===== config.mk =====
export PLATFORM = sky130hd
export DESIGN_NAME = uart_rx_os
export DESIGN_NICKNAME = d
export VERILOG_FILES = /design/src/rtl/uart_rx_os.sv
export SDC_FILE = /design/constraint.sdc
export NUM_CORES = 1
export LEC_CHECK = 0
export CORE_ASPECT_RATIO = 1.1
export CORE_MARGIN = 8
export CORE_UTILIZATION = 60
export DETAILED_ROUTE_END_ITERATION = 12
export PLACE_DENSITY = 0.84
export SKIP_LAST_GASP = 1
export SLEW_MARGIN = 40
export SYNTH_ARGS = -nofsm -noshare
export SYNTH_HDL_FRONTEND = slang
export SYNTH_SLANG_ARGS = --single-unit

===== constraint.sdc =====
create_clock -name uart_clk -period 4.4 [get_ports uart_clk]
set_input_delay 1.32 -clock uart_clk [delete_from_list [all_inputs] [get_ports uart_clk]]
set_output_delay 1.32 -clock uart_clk [all_outputs]
set_load 0.02 [all_outputs]

===== src/rtl/uart_rx_os.sv =====
// Oversampling UART receiver with optional parity, 1 or 2 stop bits and a
// show-ahead receive FIFO read through a valid/ready handshake.
module uart_rx_os #(
  parameter int unsigned DATA_BITS  = 8,
  parameter int unsigned OVERSAMPLE = 16,
  parameter int unsigned PARITY_EN  = 0,
  parameter int unsigned PARITY_ODD = 0,
  parameter int unsigned STOP_BITS  = 1,
  parameter int unsigned FIFO_DEPTH = 4
) (
  input  logic                              uart_clk,
  input  logic                              rst_n,
  input  logic                              rx_enable,
  input  logic                              rx,
  output logic [DATA_BITS-1:0]              rx_data,
  output logic                              rx_perr,
  output logic                              rx_ferr,
  output logic                              rx_valid,
  input  logic                              rx_ready,
  output logic                              overrun,
  output logic [$clog2(FIFO_DEPTH+1)-1:0]   fifo_level,
  output logic                              busy
);

  localparam int unsigned CntW = $clog2(OVERSAMPLE);
  localparam int unsigned IdxW = $clog2(DATA_BITS);
  localparam int unsigned PtrW = $clog2(FIFO_DEPTH);
  localparam int unsigned LvlW = $clog2(FIFO_DEPTH + 1);
  localparam int unsigned EntW = DATA_BITS + 2;

  localparam logic [CntW-1:0] HalfM1   = CntW'(OVERSAMPLE / 2 - 1);
  localparam logic [CntW-1:0] FullM1   = CntW'(OVERSAMPLE - 1);
  localparam logic [IdxW-1:0] LastIdx  = IdxW'(DATA_BITS - 1);
  localparam logic            LastStop = (STOP_BITS == 2);
  localparam logic            ParOdd   = (PARITY_ODD != 0);

  typedef enum logic [2:0] {StIdle, StStart, StData, StParity, StStop} state_e;

  state_e                state_q, state_d;
  logic                  rx_meta_q, rx_s_q;
  logic [CntW-1:0]       cnt_q, cnt_d;
  logic [IdxW-1:0]       idx_q, idx_d;
  logic [DATA_BITS-1:0]  shift_q, shift_d;
  logic                  perr_q, perr_d;
  logic                  ferr_q, ferr_d;
  logic                  stop_q, stop_d;
  logic                  bit_end, push;
  logic [EntW-1:0]       push_entry, head;

  logic [EntW-1:0]       mem_q [FIFO_DEPTH];
  logic [PtrW-1:0]       wr_ptr_q, wr_ptr_d, rd_ptr_q, rd_ptr_d;
  logic [LvlW-1:0]       level_q, level_d;
  logic                  overrun_q, overrun_d;
  logic                  full, do_push, do_pop;

  // Two-flop synchroniser; idles high so reset never looks like a start bit.
  always_ff @(posedge uart_clk) begin
    if (!rst_n) begin
      rx_meta_q <= 1'b1;
      rx_s_q    <= 1'b1;
    end else begin
      rx_meta_q <= rx;
      rx_s_q    <= rx_meta_q;
    end
  end

  // Receive FSM and datapath registers.
  always_ff @(posedge uart_clk) begin
    if (!rst_n) begin
      state_q <= StIdle;
      cnt_q   <= '0;
      idx_q   <= '0;
      shift_q <= '0;
      perr_q  <= 1'b0;
      ferr_q  <= 1'b0;
      stop_q  <= 1'b0;
    end else begin
      state_q <= state_d;
      cnt_q   <= cnt_d;
      idx_q   <= idx_d;
      shift_q <= shift_d;
      perr_q  <= perr_d;
      ferr_q  <= ferr_d;
      stop_q  <= stop_d;
    end
  end

  assign bit_end = (cnt_q == FullM1);
  // Entry written at the final stop sample includes that sample's framing result.
  assign push_entry = {ferr_q | ~rx_s_q, perr_q, shift_q};

  // Next-state logic: mid-bit sampling, LSB-first shift into the top of shift_q.
  always_comb begin
    state_d = state_q;
    cnt_d   = cnt_q;
    idx_d   = idx_q;
    shift_d = shift_q;
    perr_d  = perr_q;
    ferr_d  = ferr_q;
    stop_d  = stop_q;
    push    = 1'b0;
    unique case (state_q)
      StIdle: begin
        if (rx_enable && !rx_s_q) begin
          state_d = StStart;
          cnt_d   = '0;
        end
      end
      StStart: begin
        if (cnt_q == HalfM1) begin
          if (!rx_s_q) begin
            state_d = StData;
            cnt_d   = '0;
            idx_d   = '0;
          end else begin
            state_d = StIdle;
          end
        end else begin
          cnt_d = cnt_q + CntW'(1);
        end
      end
      StData: begin
        if (bit_end) begin
          shift_d = {rx_s_q, shift_q[DATA_BITS-1:1]};
          cnt_d   = '0;
          idx_d   = idx_q + IdxW'(1);
          if (idx_q == LastIdx) begin
            perr_d  = 1'b0;
            ferr_d  = 1'b0;
            stop_d  = 1'b0;
            state_d = (PARITY_EN != 0) ? StParity : StStop;
          end
        end else begin
          cnt_d = cnt_q + CntW'(1);
        end
      end
      StParity: begin
        if (bit_end) begin
          perr_d  = (rx_s_q != ((^shift_q) ^ ParOdd));
          cnt_d   = '0;
          state_d = StStop;
        end else begin
          cnt_d = cnt_q + CntW'(1);
        end
      end
      StStop: begin
        if (bit_end) begin
          cnt_d  = '0;
          ferr_d = ferr_q | ~rx_s_q;
          if (stop_q == LastStop) begin
            push    = 1'b1;
            state_d = StIdle;
          end else begin
            stop_d = stop_q + 1'b1;
          end
        end else begin
          cnt_d = cnt_q + CntW'(1);
        end
      end
      default: state_d = StIdle;
    endcase
  end

  // FIFO control: a full FIFO still accepts a push when the head leaves that cycle.
  always_comb begin
    rx_valid  = (level_q != '0);
    full      = (level_q == LvlW'(FIFO_DEPTH));
    do_pop    = rx_valid && rx_ready;
    do_push   = push && (!full || do_pop);
    overrun_d = push && full && !do_pop;
    wr_ptr_d  = do_push ? wr_ptr_q + PtrW'(1) : wr_ptr_q;
    rd_ptr_d  = do_pop ? rd_ptr_q + PtrW'(1) : rd_ptr_q;
    level_d   = level_q;
    if (do_push && !do_pop) begin
      level_d = level_q + LvlW'(1);
    end else if (!do_push && do_pop) begin
      level_d = level_q - LvlW'(1);
    end
  end

  // FIFO pointers, level and overrun pulse.
  always_ff @(posedge uart_clk) begin
    if (!rst_n) begin
      wr_ptr_q  <= '0;
      rd_ptr_q  <= '0;
      level_q   <= '0;
      overrun_q <= 1'b0;
    end else begin
      wr_ptr_q  <= wr_ptr_d;
      rd_ptr_q  <= rd_ptr_d;
      level_q   <= level_d;
      overrun_q <= overrun_d;
    end
  end

  // FIFO storage; contents need no reset since level gates visibility.
  always_ff @(posedge uart_clk) begin
    if (rst_n && do_push) begin
      mem_q[wr_ptr_q] <= push_entry;
    end
  end

  assign head       = mem_q[rd_ptr_q];
  assign rx_data    = rx_valid ? head[DATA_BITS-1:0] : '0;
  assign rx_perr    = rx_valid & head[DATA_BITS];
  assign rx_ferr    = rx_valid & head[DATA_BITS+1];
  assign overrun    = overrun_q;
  assign fifo_level = level_q;
  assign busy       = (state_q != StIdle);

endmodule


==> impl_metrics.toml, run 1 <==
[outcome]
outcome = "complete, no violations"

[route]
wl_per_cell_um = 15.46
remaining_drc_errors = 0
vias_per_cell = 5.497
drt-initial-drc-count = 101
routed_wl_um = 5319
vias = 1891
detail-route-antenna-nets = 0
dr.pass1.iters = 4

[floorplan]
die_h_um = 93.41
die_w_um = 86.37
core_mm2 = 0.005325
rows = 28
io_pins = 21
start_util = 0.6137
fp.dieArea_mm2 = 0.008067

[yosys]
yosys_warnings = 0
synthMuxAreaShare = 0.1026
synth-main-ff-cell = "edfxtp_1"
synth_seq_area_share = 0.5636
synth_nets = 257
synth-seq-cells = 72
yosysUniqueCellTypes = 51
syn_avg_cell_area_um2 = 13.45
synth_compound_area_frac = 0.06202
async_reset_ff_frac = 0
synth_xor_area_frac = 0.03714
yosys.area_share.simple = 0.1616
synth_top_family_by_area = "simple AND/OR/NAND/NOR gates"
syn_inst = 243
syn-cell-area_mm2 = 0.003268
synth-edff-count = 40
synthAdderAreaFrac = 0.03675

[hold_path]
min_path_type = "register to register"

[setup_path]
critPathMaxFanout = 10
cp_num_buf_inv = 1
required_ps = 3080
max_stage_delay_ps = 740
cp-end-kind = "primary output"
path_class = "register to primary output"
crit_path_start_kind = "register"
crit_chain = "mux4_2 > and2_1 > clkdlybuf4s50_1"
cpMaxStageDelayCell = "dfxtp_1"
arrival_ps = 2380
critPathTopFamily = "flip-flops"

[power]
power.total_mw = 1.771
irDropWorstVdd_v = 0.0002290
powerDensity_mw_per_mm2 = 480.6
p_leak_nw = 1.300

[grt]
first_global_vias = 1819
grt-ovfl-total = 0
grt_util_all_layers = 0.1426
antenna_found_initial = 0
grt_pass1_wl_um = 8769
grt_start_max_net_pins = 34

[sta]
finalSetupTns_ps = 0
fin_crit_sh = 0.8404
setup_violations = 0
worst_pin_slew_ps = 657.7
drv_slew = 0
maxSlewHeadroom = 0.5611
holdWs_ps = 412.0
finalClockSkew_ps = 10.05
rsz0062_at_grt = "no"
fmax_mhz = 270.4
hold_viol_final = 0
layout_min_cycle_time_ps = 3698

[finish]
area_growth_pct = 12.75
nets = 278
drive_gt1_frac = 0.1450
n_antenna_cell = 0

[clock_network]
clockBufferDepth = 2
cts_setup_buffers = 0
htree_levels = 3
clk_pin_slew_ps = 70
cts_resized = 0
cts-root-buf = "clkbuf_8"
numCtsBuffers = 9
insertion_delay_ps = 340
numClockSinks = 72
cts_tree = "yes"
ctsHoldBuffers = 0

[flow_run]
drv_cap = 0

[placed_design]
gp_congestion = 0.7839
port_buffers = 20
dp.final_hpwl_um = 3594
routing by layer:
| metal | vias to the layer above | GRT usage | wire length, um |
|---|---|---|---|
| met5 | - | 0 | 0 |
| met4 | 0 | 0.08190 | 119 |
| met3 | 12 | 0.03246 | 194 |
| met2 | 38 | 0.2371 | 2689 |
| met1 | 917 | 0.1654 | 2316 |
| li1 | 924 | - | - |
power by group:
| part | switching, mW | internal [mW] |
|---|---|---|
| clock network | 0.235 | 0.236 |
| logic | 0.238 | 0.273 |
| registers | 0.0580 | 0.731 |
| total | 0.531 | 1.24 |
placed cells by master, fill, tap and decap left out, drive strengths merged, types with 3 or more instances in the layout:
cell / n
xnor2: 11
nor2b: 15
nand2b: 5
o211ai: 4
nand2: 8
a21boi: 4
edfxtp: 40
nand3: 4
ha: 8
and2: 19
o21ai: 5
nor2: 12
clkdlybuf4s50: 20
clkbuf: 11
mux4: 10
inv: 7
clkinv: 3
dfxtp: 32
nor4b: 3
mux2i: 11
and3: 6
nor3: 3
registers in the layout, indices dropped and copies added, names as in the netlist, named ones only:
signal      cells
shift_q         8
rx_s_q          1
idx_q           3
rd_ptr_q        2
state_q         3
ferr_q          1
wr_ptr_q        2
mem_q          40
cnt_q           4
overrun         1
perr_q          1
rx_meta_q       1
fifo_level      3
through the flow:
stage	instances	utilization	worst slack, ps	area (um2)
final	344	0.6920	702.0	3685
after global routing	344	0.6920	530.1	3685
after CTS	344	0.6920	636.8	3685
after detailed placement	328	0.6577	699.4	3502
after global placement	328	0.6577	769.8	3502
after floorplan	243	-	1416	3268
worst paths after layout:
check	endpoint	slack (ps)	start	cells after the start
min	rx_s_q	410	rx_meta_q	1
min reg2reg	rx_s_q	410	rx_meta_q	1
max	rx_data[4]	700	register	3
max reg2reg	fifo_level[2]	1830	cnt_q[0]	9
Yosys cell counts, types with 2 or more instances:
| master | instances | area [um2] |
|---|---|---|
| a21boi_1 | 2 | 15.01 |
| nand2_1 | 8 | 30.03 |
| xnor2_1 | 10 | 87.58 |
| a21boi_0 | 2 | 15.01 |
| buf_2 | 3 | 15.01 |
| o31ai_1 | 2 | 15.01 |
| ha_1 | 8 | 100.1 |
| dfxtp_1 | 32 | 640.6 |
| inv_1 | 7 | 26.28 |
| buf_6 | 3 | 33.78 |
| nor3_1 | 2 | 10.01 |
| nand3_1 | 4 | 20.02 |
| nor2b_1 | 15 | 93.84 |
| nand2b_1 | 5 | 31.28 |
| xor2_1 | 2 | 17.52 |
| o21a_1 | 2 | 15.01 |
| mux2i_1 | 11 | 110.1 |
| o21ai_0 | 3 | 15.01 |
| and2_1 | 19 | 118.9 |
| clkbuf_1 | 4 | 15.01 |
| or3_1 | 2 | 12.51 |
| nor2_1 | 11 | 41.29 |
| mux4_2 | 10 | 225.2 |
| and3_1 | 6 | 37.54 |
| o211ai_1 | 3 | 22.52 |
| a31oi_1 | 2 | 12.51 |
| edfxtp_1 | 40 | 1201 |
| a21oi_1 | 2 | 10.01 |
final cells by class:
cell class              instances  area, um2
flip-flops and latches         72       1842
well taps                      75      93.84
fillers                       393       1640
multi-input cells             151       1308
clock inverters                 5      30.03
clock buffers                  11      152.6
repair buffers                 22      215.2
inverters                       8      43.79
kinds of logic (layout without fill, tap and decap cells):
group,Yosys count,after routing
simple gates,81,81
xor+xnor,13,13
buf+inv,20,46
fa+ha+maj,9,9
mux,21,21
flops,72,72
compound gates,27,27
(Power assumes the default switching activity.)
==> run 2: changes to the inputs <==
--- a/config.mk
+++ b/config.mk
@@ -7,9 +7,9 @@
 export LEC_CHECK = 0
 export CORE_ASPECT_RATIO = 1.1
 export CORE_MARGIN = 8
-export CORE_UTILIZATION = 60
+export CORE_UTILIZATION = 53
 export DETAILED_ROUTE_END_ITERATION = 12
-export PLACE_DENSITY = 0.84
+export PLACE_DENSITY = 0.78
 export SKIP_LAST_GASP = 1
 export SLEW_MARGIN = 40
 export SYNTH_ARGS = -nofsm -noshare
==> constraint.sdc (replaced) <==
create_clock -name uart_clk -period 3.11 [get_ports uart_clk]
set_input_delay 0.933 -clock uart_clk [delete_from_list [all_inputs] [get_ports uart_clk]]
set_output_delay 0.933 -clock uart_clk [all_outputs]
set_load 0.02 [all_outputs]
==> impl_metrics.toml, run 2 (synthesized netlist as in run 1, its figures left out) <==
[clock_network]
htree_levels = 3
clk_pin_slew_ps = 80
numCtsBuffers = 9
cts_tree = "yes"
numClockSinks = 72
cts-root-buf = "clkbuf_8"
insertion_delay_ps = 340
clockBufferDepth = 2
ctsHoldBuffers = 0

[finish]
n_antenna_cell = 0
largest_reg_flops = 40
final_cell_mix = "edfxtp_1 (40), dfxtp_1 (32), clkdlybuf4s50_1 (20)"
reg_top3 = "mem_q x40, shift_q x8, cnt_q x4"
fin_area_mm2 = 0.003720
final_common_cell = "edfxtp_1"
nets = 283
fillers = 501
fin_util = 0.6117
drive_gt1_frac = 0.1606
largest_register = "mem_q"
area_growth_pct = 13.82

[setup_path]
max_stage_delay_ps = 530
required_ps = 2180
cp_num_buf_inv = 2
crit_path_start_kind = "register"
path_class = "register to primary output"
critPathTopFamily = "buffers and inverters"
cpMaxStageDelayCell = "mux4_2"
arrival_ps = 2090
crit_chain = "buf_6 > mux4_2 > and2_1 > clkdlybuf4s50_1"
critPathMaxFanout = 10
cp-end-kind = "primary output"

[grt]
grt-ovfl-total = 0
grt_pass1_wl_um = 9156
antenna_found_initial = 0
grt_start_max_net_pins = 33
grt_util_all_layers = 0.1301
first_global_vias = 1957

[sta]
layout_min_cycle_time_ps = 3022
fin_crit_sh = 0.9716
worst_pin_slew_ps = 611.9
finalClockSkew_ps = 8.591
rsz0062_at_grt = "no"
drv_slew = 0
maxSlewHeadroom = 0.5916
fmax_mhz = 330.9
setup_violations = 0
finalSetupTns_ps = 0
hold_viol_final = 0

[route]
detail-route-antenna-nets = 0
met1Wirelength_um = 2343
routed_wl_um = 5324
dr.pass1.iters = 4
remaining_drc_errors = 0
highest_layer = "met4"
wl_per_cell_um = 15.04
drt-initial-drc-count = 56
vias = 1900
vias_per_cell = 5.367
wl_met2_um = 2666
met3WireLength_um = 173

[placed_design]
port_buffers = 20
place_area_mm2 = 0.003546
gp_congestion = 0.7306
dp.final_hpwl_um = 3789

[floorplan]
die_h_um = 98.36
core_mm2 = 0.006081
start_util = 0.5374
die_w_um = 90.87
io_pins = 21
fp.dieArea_mm2 = 0.008938
rows = 30

[hold_path]
min_path_type = "register to register"

[flow_run]
drv_cap = 0

[outcome]
outcome = "complete, no violations"

[power]
powerDensity_mw_per_mm2 = 667.9
irDropWorstVdd_v = 0.0003779
p_leak_nw = 1.321
[run 2: cell types whose count changed in the layout (fill, tap and decap cells not counted)]
cell,delta
buf_4,+4
buf_6,+1
clkbuf_1,-1
clkbuf_16,-1
clkinv_1,+1
clkinv_2,-1
clkinv_4,+1
inv_6,+1
[run 2: metrics by stage]
step | total power, mW | hold slack (ps) | cells | worst slack, ps
CTS | 2.514 | 442.6 | 354 | 0.1130
floorplan | 1.582 | 386.3 | 243 | 512.6
global placement | 1.871 | 406.0 | 338 | -8.233
finish | 2.484 | 430.8 | 354 | 88.25
global route | 2.614 | 439.0 | 354 | 9.641
detailed placement | 1.888 | 419.1 | 338 | -69.93
[run 2: worst paths after layout]
check / cells past startpoint / startpoint / slack, ps / to
min reg2reg: 1 / rx_meta_q / 430 / rx_s_q
max: 4 / register / 90 / rx_data[4]
min: 1 / rx_meta_q / 430 / rx_s_q
max reg2reg: 9 / cnt_q[0] / 670 / fifo_level[2]
[run 2: final cells by class]
cell class	instances	area, um2	area share
sequential	72	1842	0.4951
multi-input combinational	151	1308	0.3515
clock inverter	7	46.29	0.01245
inverter	8	43.79	0.01177
tap	80	100.1	0.02691
clock buffer	9	123.9	0.03330
timing repair buffer	27	256.5	0.06895
[run 2: report_power, final]
part           internal (mW)  switching (mW)  total [mW]
combinational          0.400           0.368       0.768
clock                  0.287           0.344       0.631
sequential              1.03          0.0511        1.08
total                   1.72           0.764        2.48
[run 2: layer usage]
| metal | GRT usage | up-vias |
|---|---|---|
| met3 | 0.03377 | 11 |
| met1 | 0.1452 | 931 |
| li1 | - | 935 |
| met2 | 0.2155 | 23 |
| met4 | 0.08449 | 0 |
| met5 | 0 | - |
[run 2: repair_timing]
| action | in CTS | in global routing |
|---|---|---|
| resized for setup | 0 | 1 |
| endpoints found under the setup margin | 0 | 10 |
| buffers inserted | 0 | 0 |
==> run 3: changes to the inputs <==
--- a/config.mk
+++ b/config.mk
@@ -6,7 +6,6 @@
 export NUM_CORES = 1
 export LEC_CHECK = 0
 export CORE_ASPECT_RATIO = 1.1
-export CORE_MARGIN = 8
 export CORE_UTILIZATION = 53
 export DETAILED_ROUTE_END_ITERATION = 12
 export PLACE_DENSITY = 0.78
==> impl_metrics.toml, run 3 (synthesized netlist as in run 1, its figures left out) <==
[setup_path]
cp_num_buf_inv = 2
critPathMaxFanout = 10
required_ps = 2180
cp-end-kind = "primary output"
crit_chain = "buf_6 > mux4_2 > and2_1 > clkdlybuf4s50_1"
crit_path_start_kind = "register"
cp_num_cells = 4
ff2ff_setup_slack_ps = 650
reg2reg_depth = 9
max_stage_delay_ps = 530
cpMaxStageDelayCell = "clkdlybuf4s50_1"
worstReg2RegStart = "cnt_q[0]"
critPathTopFamily = "buffers and inverters"
r2r_end = "fifo_level[2]"
crit_path_end = "rx_data[5]"
arrival_ps = 2080
path_class = "register to primary output"

[clock_network]
insertion_delay_ps = 350
clockBufferDepth = 2
numCtsBuffers = 9
htree_levels = 3
ctsHoldBuffers = 0
cts-root-buf = "clkbuf_8"
cts_tree = "yes"
clk_pin_slew_ps = 80
numClockSinks = 72

[sta]
worst_pin_slew_ps = 620.5
maxSlewHeadroom = 0.5859
rsz0062_at_grt = "no"
finalClockSkew_ps = 10.12
setup_violations = 0
fmax_mhz = 332.0
setup_ws_ps = 98.03
holdWs_ps = 417.5
finalSetupTns_ps = 0
layout_min_cycle_time_ps = 3012
fin_crit_sh = 0.9685
hold_viol_final = 0
drv_slew = 0

[route]
wl_per_cell_um = 14.50
drt-initial-drc-count = 122
vias_per_cell = 5.372
vias = 1891
detail-route-antenna-nets = 0
dr.pass1.iters = 4
remaining_drc_errors = 0
routed_wl_um = 5103

[finish]
regArea_mm2 = 0.001842
drive_gt1_frac = 0.1709
multiInputGateArea_mm2 = 0.001313
reg_top3 = "mem_q x40, shift_q x8, cnt_q x4"
fin_area_mm2 = 0.003744
nets = 284
largest_register = "mem_q"
largest_reg_flops = 40
area_growth_pct = 14.55
n_antenna_cell = 0
final_cell_mix = "edfxtp_1 (40), dfxtp_1 (32), clkdlybuf4s50_1 (20)"
final_common_cell = "edfxtp_1"
fillers = 453
fin_util = 0.6408

[placed_design]
place_ws_ps = -68.98
place_area_mm2 = 0.003550
dp.final_hpwl_um = 3345
gp_congestion = 0.7984
port_buffers = 20

[floorplan]
io_pins = 21
rows = 29
die_h_um = 84.36
start_util = 0.5594
die_w_um = 76.87
fp.dieArea_mm2 = 0.006485
core_mm2 = 0.005842

[grt]
antenna_found_initial = 0
grt_util_all_layers = 0.1802
grt_pass1_wl_um = 8887
first_global_vias = 1839
grt-ovfl-total = 0
grt_start_max_net_pins = 33

[flow_run]
drv_cap = 0

[power]
p_leak_nw = 1.331
powerDensity_mw_per_mm2 = 682.0
irDropWorstVdd_v = 0.0003682

[outcome]
outcome = "complete, no violations"

[hold_path]
min_path_type = "register to register"
run 3: layout make-up:
type | instances | area share
tap | 77 | 0.02574
timing repair buffer | 28 | 0.07052
inverter | 8 | 0.01170
multi-input combinational | 151 | 0.3506
clock buffer | 9 | 0.03309
clock inverter | 7 | 0.01638
sequential | 72 | 0.4920
run 3: how the worst min path moves through the flow:
stage	start	end	slack, ps	cells past startpoint
floorplan	rx_meta_q	rx_s_q	390	1
global placement	rx_meta_q	rx_s_q	400	1
detailed placement	rx_meta_q	rx_s_q	400	1
CTS	rx_meta_q	rx_s_q	420	1
global route	rx_meta_q	rx_s_q	470	1
finish	rx_meta_q	rx_s_q	420	1
run 3: power breakdown:
| part | switching (mW) | internal [mW] | total [mW] |
|---|---|---|---|
| logic | 0.368 | 0.416 | 0.785 |
| clock network | 0.381 | 0.306 | 0.686 |
| registers | 0.0494 | 1.03 | 1.08 |
| total | 0.798 | 1.76 | 2.55 |
run 3: routing by layer:
layer	vias up	global-route usage	wire [um]
li1	941	-	-
met1	920	0.2327	2381
met2	22	0.2808	2500
met3	8	0.03913	116
met4	0	0.1049	104
met5	-	0	0
run 3: repair_timing:
item	CTS	global route
buffers inserted	0	0
gates resized for setup	0	2
endpoints found under the setup margin	0	10
run 3: through the flow:
step	std cells	total power [mW]
after global placement	336	1.862
after floorplan	243	1.582
after CTS	352	2.562
final	352	2.553
after global routing	352	2.686
after detailed placement	336	1.876
